[src/rtl/alu_md.sv]
// alu_md -- EX-stage ALU with an iterative multiply/divide unit.
//
// Purpose:
//   Combinational ALU (add, sub, and, or, nor, xor, slt, HI/LO read) plus a
//   multi-cycle unit that fills the HI/LO result registers. The multiply is
//   shift-add. The divide is restoring shift-subtract. Each takes WIDTH
//   cycles. Signed operations run on operand magnitudes, and the unit fixes
//   the result signs in the final step.
//
// Optional feature:
//   ALU_MD_DIV_EN -- when defined, the divide codes 1010 (div) and 1011 (divu)
//   are built. When undefined there is no divider logic, and start with those
//   codes is ignored.
//
// Ports:
//   clk    in   rising-edge clock
//   reset  in   synchronous, active-high
//   ctl    in   [3:0] operation select
//   a, b   in   [WIDTH-1:0] operands
//   start  in   launch the multiply/divide selected by ctl
//   out    out  [WIDTH-1:0] combinational result
//   z      out  out == 0
//   busy   out  multiply/divide in progress
//   done   out  one-cycle pulse, HI/LO just updated
//   hi, lo out  [WIDTH-1:0] result registers
//
// Handshake:
//   start is sampled only when the unit is not running (IDLE or DONE) and
//   ctl holds an enabled multi-cycle code. On that edge a, b and the op are
//   latched. busy is high for exactly WIDTH cycles. done then pulses for one
//   cycle, and during that cycle hi/lo already hold the result. A start in
//   the done cycle is accepted. A start while busy is dropped.

module alu_md #(
  parameter int WIDTH = 32
) (
  input  logic             clk,
  input  logic             reset,
  input  logic [3:0]       ctl,
  input  logic [WIDTH-1:0] a,
  input  logic [WIDTH-1:0] b,
  input  logic             start,
  output logic [WIDTH-1:0] out,
  output logic             z,
  output logic             busy,
  output logic             done,
  output logic [WIDTH-1:0] hi,
  output logic [WIDTH-1:0] lo
);

  localparam int            CW   = $clog2(WIDTH);
  localparam logic [CW-1:0] LAST = CW'(WIDTH - 1);
  localparam logic [WIDTH-1:0] ONE = WIDTH'(1);

  typedef enum logic [1:0] {
    S_IDLE = 2'd0,
    S_RUN  = 2'd1,
    S_DONE = 2'd2
  } state_e;

  state_e state_q, state_d;

  // acc: mult upper partial product / div partial remainder
  // q  : mult multiplier shifting out, product low half shifting in /
  //      div dividend shifting out, quotient bits shifting in
  // m  : multiplicand / divisor magnitude
  logic [WIDTH-1:0] acc_q, acc_d;
  logic [WIDTH-1:0] q_q, q_d;
  logic [WIDTH-1:0] m_q, m_d;
  logic [WIDTH-1:0] hi_q, hi_d;
  logic [WIDTH-1:0] lo_q, lo_d;
  logic [CW-1:0]    cnt_q, cnt_d;
  logic             sgn_q, sgn_d;    // negate product / quotient at the end
`ifdef ALU_MD_DIV_EN
  logic             div_q, div_d;    // current op is a divide
  logic             rneg_q, rneg_d;  // remainder takes the negative dividend sign
`endif

  // ---------------------------------------------------------------- decode
  logic             is_mul, is_div_code, accept, sgn_op;
  logic [WIDTH-1:0] a_mag, b_mag;

  assign is_mul = (ctl == 4'b1000) || (ctl == 4'b1001);
`ifdef ALU_MD_DIV_EN
  assign is_div_code = (ctl == 4'b1010) || (ctl == 4'b1011);
`else
  assign is_div_code = 1'b0;
`endif
  assign accept = start && (state_q != S_RUN) && (is_mul || is_div_code);
  // 1000 (mult) and 1010 (div) are the signed codes.
  assign sgn_op = ~ctl[0];
  // The magnitude of MIN is 2^(WIDTH-1), which still fits as unsigned.
  assign a_mag  = (sgn_op && a[WIDTH-1]) ? -a : a;
  assign b_mag  = (sgn_op && b[WIDTH-1]) ? -b : b;

  // ------------------------------------------------------------ datapath step
  logic [WIDTH:0]     mul_sum;
  logic [WIDTH-1:0]   acc_step, q_step;
  logic [2*WIDTH-1:0] prod;

  assign mul_sum = {1'b0, acc_q} + (q_q[0] ? {1'b0, m_q} : '0);

`ifdef ALU_MD_DIV_EN
  logic [WIDTH:0] rem_sh, trial;
  assign rem_sh = {acc_q, q_q[WIDTH-1]};
  // Bit WIDTH of trial is set exactly when the shifted remainder is below the
  // divisor. A zero divisor never restores, which yields an all-ones quotient
  // and a remainder equal to the dividend.
  assign trial  = rem_sh - {1'b0, m_q};

  always_comb begin
    if (div_q) begin
      if (trial[WIDTH]) begin
        acc_step = rem_sh[WIDTH-1:0];
        q_step   = {q_q[WIDTH-2:0], 1'b0};
      end else begin
        acc_step = trial[WIDTH-1:0];
        q_step   = {q_q[WIDTH-2:0], 1'b1};
      end
    end else begin
      acc_step = mul_sum[WIDTH:1];
      q_step   = {mul_sum[0], q_q[WIDTH-1:1]};
    end
  end
`else
  assign acc_step = mul_sum[WIDTH:1];
  assign q_step   = {mul_sum[0], q_q[WIDTH-1:1]};
`endif

  assign prod = sgn_q ? -{acc_step, q_step} : {acc_step, q_step};

  // ---------------------------------------------------- FSM next state / data
  always_comb begin
    state_d = state_q;
    acc_d   = acc_q;
    q_d     = q_q;
    m_d     = m_q;
    hi_d    = hi_q;
    lo_d    = lo_q;
    cnt_d   = cnt_q;
    sgn_d   = sgn_q;
`ifdef ALU_MD_DIV_EN
    div_d   = div_q;
    rneg_d  = rneg_q;
`endif

    case (state_q)
      S_RUN: begin
        acc_d = acc_step;
        q_d   = q_step;
        cnt_d = cnt_q + CW'(1);
        if (cnt_q == LAST) begin
          state_d = S_DONE;
          hi_d    = prod[2*WIDTH-1:WIDTH];
          lo_d    = prod[WIDTH-1:0];
`ifdef ALU_MD_DIV_EN
          if (div_q) begin
            lo_d = sgn_q  ? -q_step   : q_step;
            hi_d = rneg_q ? -acc_step : acc_step;
          end
`endif
        end
      end
      S_DONE:  state_d = S_IDLE;
      default: state_d = state_q;
    endcase

    if (accept) begin
      state_d = S_RUN;
      acc_d   = '0;
      q_d     = a_mag;
      m_d     = b_mag;
      cnt_d   = '0;
      // A zero divisor keeps the quotient at all ones whatever the signs.
      // For a multiply by zero, negating a zero product changes nothing.
      sgn_d   = sgn_op && (a[WIDTH-1] ^ b[WIDTH-1]) && (b != '0);
`ifdef ALU_MD_DIV_EN
      div_d   = is_div_code;
      rneg_d  = sgn_op && a[WIDTH-1];
`endif
    end
  end

  always_ff @(posedge clk) begin
    if (reset) begin
      state_q <= S_IDLE;
      acc_q   <= '0;
      q_q     <= '0;
      m_q     <= '0;
      hi_q    <= '0;
      lo_q    <= '0;
      cnt_q   <= '0;
      sgn_q   <= 1'b0;
`ifdef ALU_MD_DIV_EN
      div_q   <= 1'b0;
      rneg_q  <= 1'b0;
`endif
    end else begin
      state_q <= state_d;
      acc_q   <= acc_d;
      q_q     <= q_d;
      m_q     <= m_d;
      hi_q    <= hi_d;
      lo_q    <= lo_d;
      cnt_q   <= cnt_d;
      sgn_q   <= sgn_d;
`ifdef ALU_MD_DIV_EN
      div_q   <= div_d;
      rneg_q  <= rneg_d;
`endif
    end
  end

  assign busy = (state_q == S_RUN);
  assign done = (state_q == S_DONE);
  assign hi   = hi_q;
  assign lo   = lo_q;

  // ------------------------------------------------------- combinational ALU
  logic [WIDTH-1:0] diff;
  logic             slt_bit;

  assign diff    = a + ~b + ONE;
  // Signed overflow occurs when the operand signs differ and the difference
  // sign differs from a. In that case the difference sign is inverted.
  assign slt_bit = diff[WIDTH-1] ^ ((a[WIDTH-1] ^ b[WIDTH-1]) & (diff[WIDTH-1] ^ a[WIDTH-1]));

  always_comb begin
    case (ctl)
      4'b0010: out = a + b;
      4'b0110: out = diff;
      4'b0000: out = a & b;
      4'b0001: out = a | b;
      4'b1100: out = ~(a | b);
      4'b1101: out = a ^ b;
      4'b0111: out = {{(WIDTH-1){1'b0}}, slt_bit};
      4'b0011: out = hi_q;
      4'b0100: out = lo_q;
      default: out = '0;
    endcase
  end

  assign z = (out == '0);

endmodule
[config.mk]
export PLATFORM = sky130hd
export DESIGN_NAME = alu_md
export DESIGN_NICKNAME = d
export VERILOG_FILES = /design/src/rtl/alu_md.sv
export SDC_FILE = /design/constraint.sdc
export NUM_CORES = 1
export LEC_CHECK = 0
export CAP_MARGIN = 40
export CORE_MARGIN = 2
export CORE_UTILIZATION = 49
export DETAILED_ROUTE_END_ITERATION = 10
export HOLD_SLACK_MARGIN = 0.12
export PLACE_DENSITY = 0.73
export SETUP_SLACK_MARGIN = 0.3
export SLEW_MARGIN = 20
export SYNTH_ARGS = -nofsm -noshare
export SYNTH_HDL_FRONTEND = slang
export SYNTH_SLANG_ARGS = --single-unit
[constraint.sdc]
create_clock -name clk -period 8 [get_ports clk]
set_input_delay 1.6 -clock clk [delete_from_list [all_inputs] [get_ports clk]]
set_output_delay 1.6 -clock clk [all_outputs]
set_load 0.1 [all_outputs]
==> out/metrics.cfg <==
[die]
fp-row-count = 67
fp.dieW_um = 189
die_y_um = 189
ioPinCount = 170
core-area_um2 = 33700
dieArea_um2 = 35900
initial_core_util_pct = 50.0

[drt]
drc_errors = 0
postRouteAntennaNets = 0
drtIter0Drc = 2076
vias = 20300
avgViaCountPerCell = 6.47
wl_per_cell_um = 24.2
drtPass1Iterations = 6
finalWirelength_um = 75900

[grt]
antenna_found_initial = 0
grt_overflow = 0
grt_pass1_vias = 19500
track_usage_pct = 41.0
grt_pass1_wl_um = 114000
grt_max_degree = 82

[run_status]
status = complete, but fails checks
violations = negative setup slack

[critical_path]
crit_arrival_ns = 7.04
crit_path_end_kind = output port
critical_path_required_ns = 6.40
critPathMaxFanout = 3
crit_type = input pin to output port
reg2reg_slack_ns = 2.62
r2r_start = q_q[0]$_SDFFE_PP0P_
r2r_cells = 15
startpoint = b[4]
endpoint = z
cpMaxStageDelayCell = or4_4
startpoint_type = input pin
cp_slowest_stage_delay_ns = 0.45
r2r_end = hi[30]$_SDFFE_PP0P_

[layout]
nNetsFinal = 2891
drive_gt1_share_pct = 20.3
diodes = 0
syn_to_final_growth_pct = 36.1
utilization_pct = 68.1

[cts]
ctsHoldBuffers = 0
ctsRootBufferMaster = clkbuf_16
cts_num_sinks = 168
cts_buffers = 17
htreeDepth = 4
cts.clk_slew.worst_paths_ns = 0.07
insertion_delay_ns = 0.44
cts_tree = done
clockBufferDepth = 2

[sta]
rsz0062_at_grt = yes
timing.fmax_mhz = 116
drv_slew = 0
fin_ws_ns = -0.636
hold_viol = 0
finalSetupViolCount = 1
skew_ns = 0.0136
tns_ns = -0.636
layout_min_cycle_time_ns = 8.64
finalCritPeriodShare_pct = 108
worstMarginPinSlew_ns = 0.953
slew_headroom_pct = 36.0

[run]
drv_cap = 0

[yosys]
ys_types = 87
yosys.area.top_type = dfxtp_1
ys_warn_count = 0
syn_area_um2 = 16900
synthCells = 2287
async_flop_share_pct = 0
syn_avg_cell_area_um2 = 7.37
synth_area_leaders = dfxtp_1 (20%), ha_1 (10%), nor2_1 (6.4%)
synth_flop_cell = dfxtp_1
synth-seq-cells = 168
synth_top_cell_area_share_pct = 19.9
synth_edf_count = 0
seq_area_frac_synth_pct = 19.9
syn-num-nets = 2497

[placement]
placement.io_buffers = 169
dp_hpwl_um = 60000
place.gp.congestion = 1.04

[power]
design_power_total_mw = 2.85
vdd_drop_max_mv = 0.177
leakage_nw = 9.18
p_per_area_nw_per_um2 = 124

[hold_path]
hold_class = register to register

-- layout make-up --
type | count | area, µm²
multi-input combinational | 1859 | 13100
clock inverter | 13 | 130
tap | 448 | 561
timing repair buffer | 519 | 4940
inverter | 116 | 435
sequential | 168 | 3360
fill | 2800 | 10700
clock buffer | 18 | 439
-- sequential cells by signal (all words and copies together), names as in the netlist --
register	count
m_q	32
hi	32
q_q	32
sgn_q	1
cnt_q	5
acc_q	32
lo	32
state_q	2
-- repair_timing --
| item | CTS | global route |
|---|---|---|
| gates resized for setup | 118 | 27 |
| setup buffers | 5 | 1 |
| setup endpoints to repair | 2 | 2 |
| pin swaps | 25 | 11 |
-- worst max-delay path: cells and delay by family --
family / cells / cell delay [ns]
simple gates: 9 / 2.29
buf+inv: 5 / 0.75
fa+ha+maj: 2 / 0.63
compound gates: 9 / 1.73
-- cell usage in the layout, fill, tap and decap left out, drive strengths merged, types with 10 or more instances in the layout --
cell and n:
or3 25, a21oi 157, buf 387, clkbuf 21, a31oi 23, a22oi 39, nand3 50, o41ai 10
a221oi 20, o31ai 37, and3 23, nor2b 20, dfxtp 168, nand2 161, ha 135, dlygate4sd2 23
xnor2 83, a311oi 12, a41oi 11, o211ai 22, or4 17, clkdlybuf4s50 96, nor3 44, o21ai 119
a21o 13, nor4 24, o21bai 15, a211o 11, xor2 60, and2 48, nand4 18, a2111oi 10
nor2 288, a211oi 134, nand2b 22, o221ai 10, o21a 11, inv 124, mux2i 62
-- cells by family (layout without fill, tap and decap cells) --
family,after synthesis,count (layout),share of synthesized area (%)
XOR/XNOR,143,143,7.43
AND/OR/NAND/NOR,781,781,22.4
adder cells (fa/ha/maj),139,139,10.5
multiplexers,69,69,4.15
flip-flops,168,168,19.9
AO/OA/AOI/OAI,727,727,29.7
buffers and inverters,260,666,5.86
-- synthesized netlist by cell type, types with 20 or more instances --
library cell	number
xnor2_1	83
ha_1	135
inv_1	116
or3_1	24
a21oi_1	155
nor4_1	24
mux2i_1	62
nand2b_1	22
o211ai_1	22
a221oi_1	20
and3_1	23
nand2_1	161
xor2_1	60
and2_1	47
dfxtp_1	168
nor2_1	288
o21ai_0	118
a31oi_1	23
nor2b_1	20
nor3_1	44
nand3_1	50
o31ai_1	36
a22oi_1	39
a211oi_1	130
clkbuf_1	120
-- layer usage --
layer | vias up | track usage, % | share of wire (%)
met5 | - | 0 | 0
met4 | 0 | 28.6 | 8.2
met2 | 1219 | 67.6 | 45
met3 | 317 | 4.63 | 7.7
met1 | 9584 | 50.0 | 39
li1 | 9211 | - | -
-- stage by stage --
stage	area, µm²	hold slack, ns	setup WS, ns	instances
2_1_floorplan	16900	0.432	-2.69	2287
3_3_place_gp	20800	0.463	-1.10	3030
3_5_place_dp	21900	0.468	-1.25	3103
4_1_cts	22900	0.477	-0.640	3139
5_1_grt	23000	0.501	-0.752	3141
6_report	23000	0.474	-0.636	3141
-- worst min-delay path by stage --
stage / start / depth (start not counted) / to / slack (ns)
6_report: m_q[0]$_SDFFE_PP0P_ / 2 / m_q[0]$_SDFFE_PP0P_ / 0.47
5_1_grt: acc_q[0]$_SDFFE_PP0P_ / 2 / acc_q[0]$_SDFFE_PP0P_ / 0.50
4_1_cts: m_q[0]$_SDFFE_PP0P_ / 2 / m_q[0]$_SDFFE_PP0P_ / 0.48
3_5_place_dp: m_q[0]$_SDFFE_PP0P_ / 2 / m_q[0]$_SDFFE_PP0P_ / 0.47
3_3_place_gp: m_q[31]$_SDFFE_PP0P_ / 2 / m_q[31]$_SDFFE_PP0P_ / 0.46
2_1_floorplan: m_q[0]$_SDFFE_PP0P_ / 2 / m_q[0]$_SDFFE_PP0P_ / 0.43
-- where the power goes --
group	total, mW	internal, mW	switching, mW
Combinational	1.16	0.421	0.743
Sequential	0.863	0.849	0.0139
Clock	0.822	0.445	0.378
Total	2.85	1.71	1.13
No activity file was read; power rests on OpenSTA's default activity.
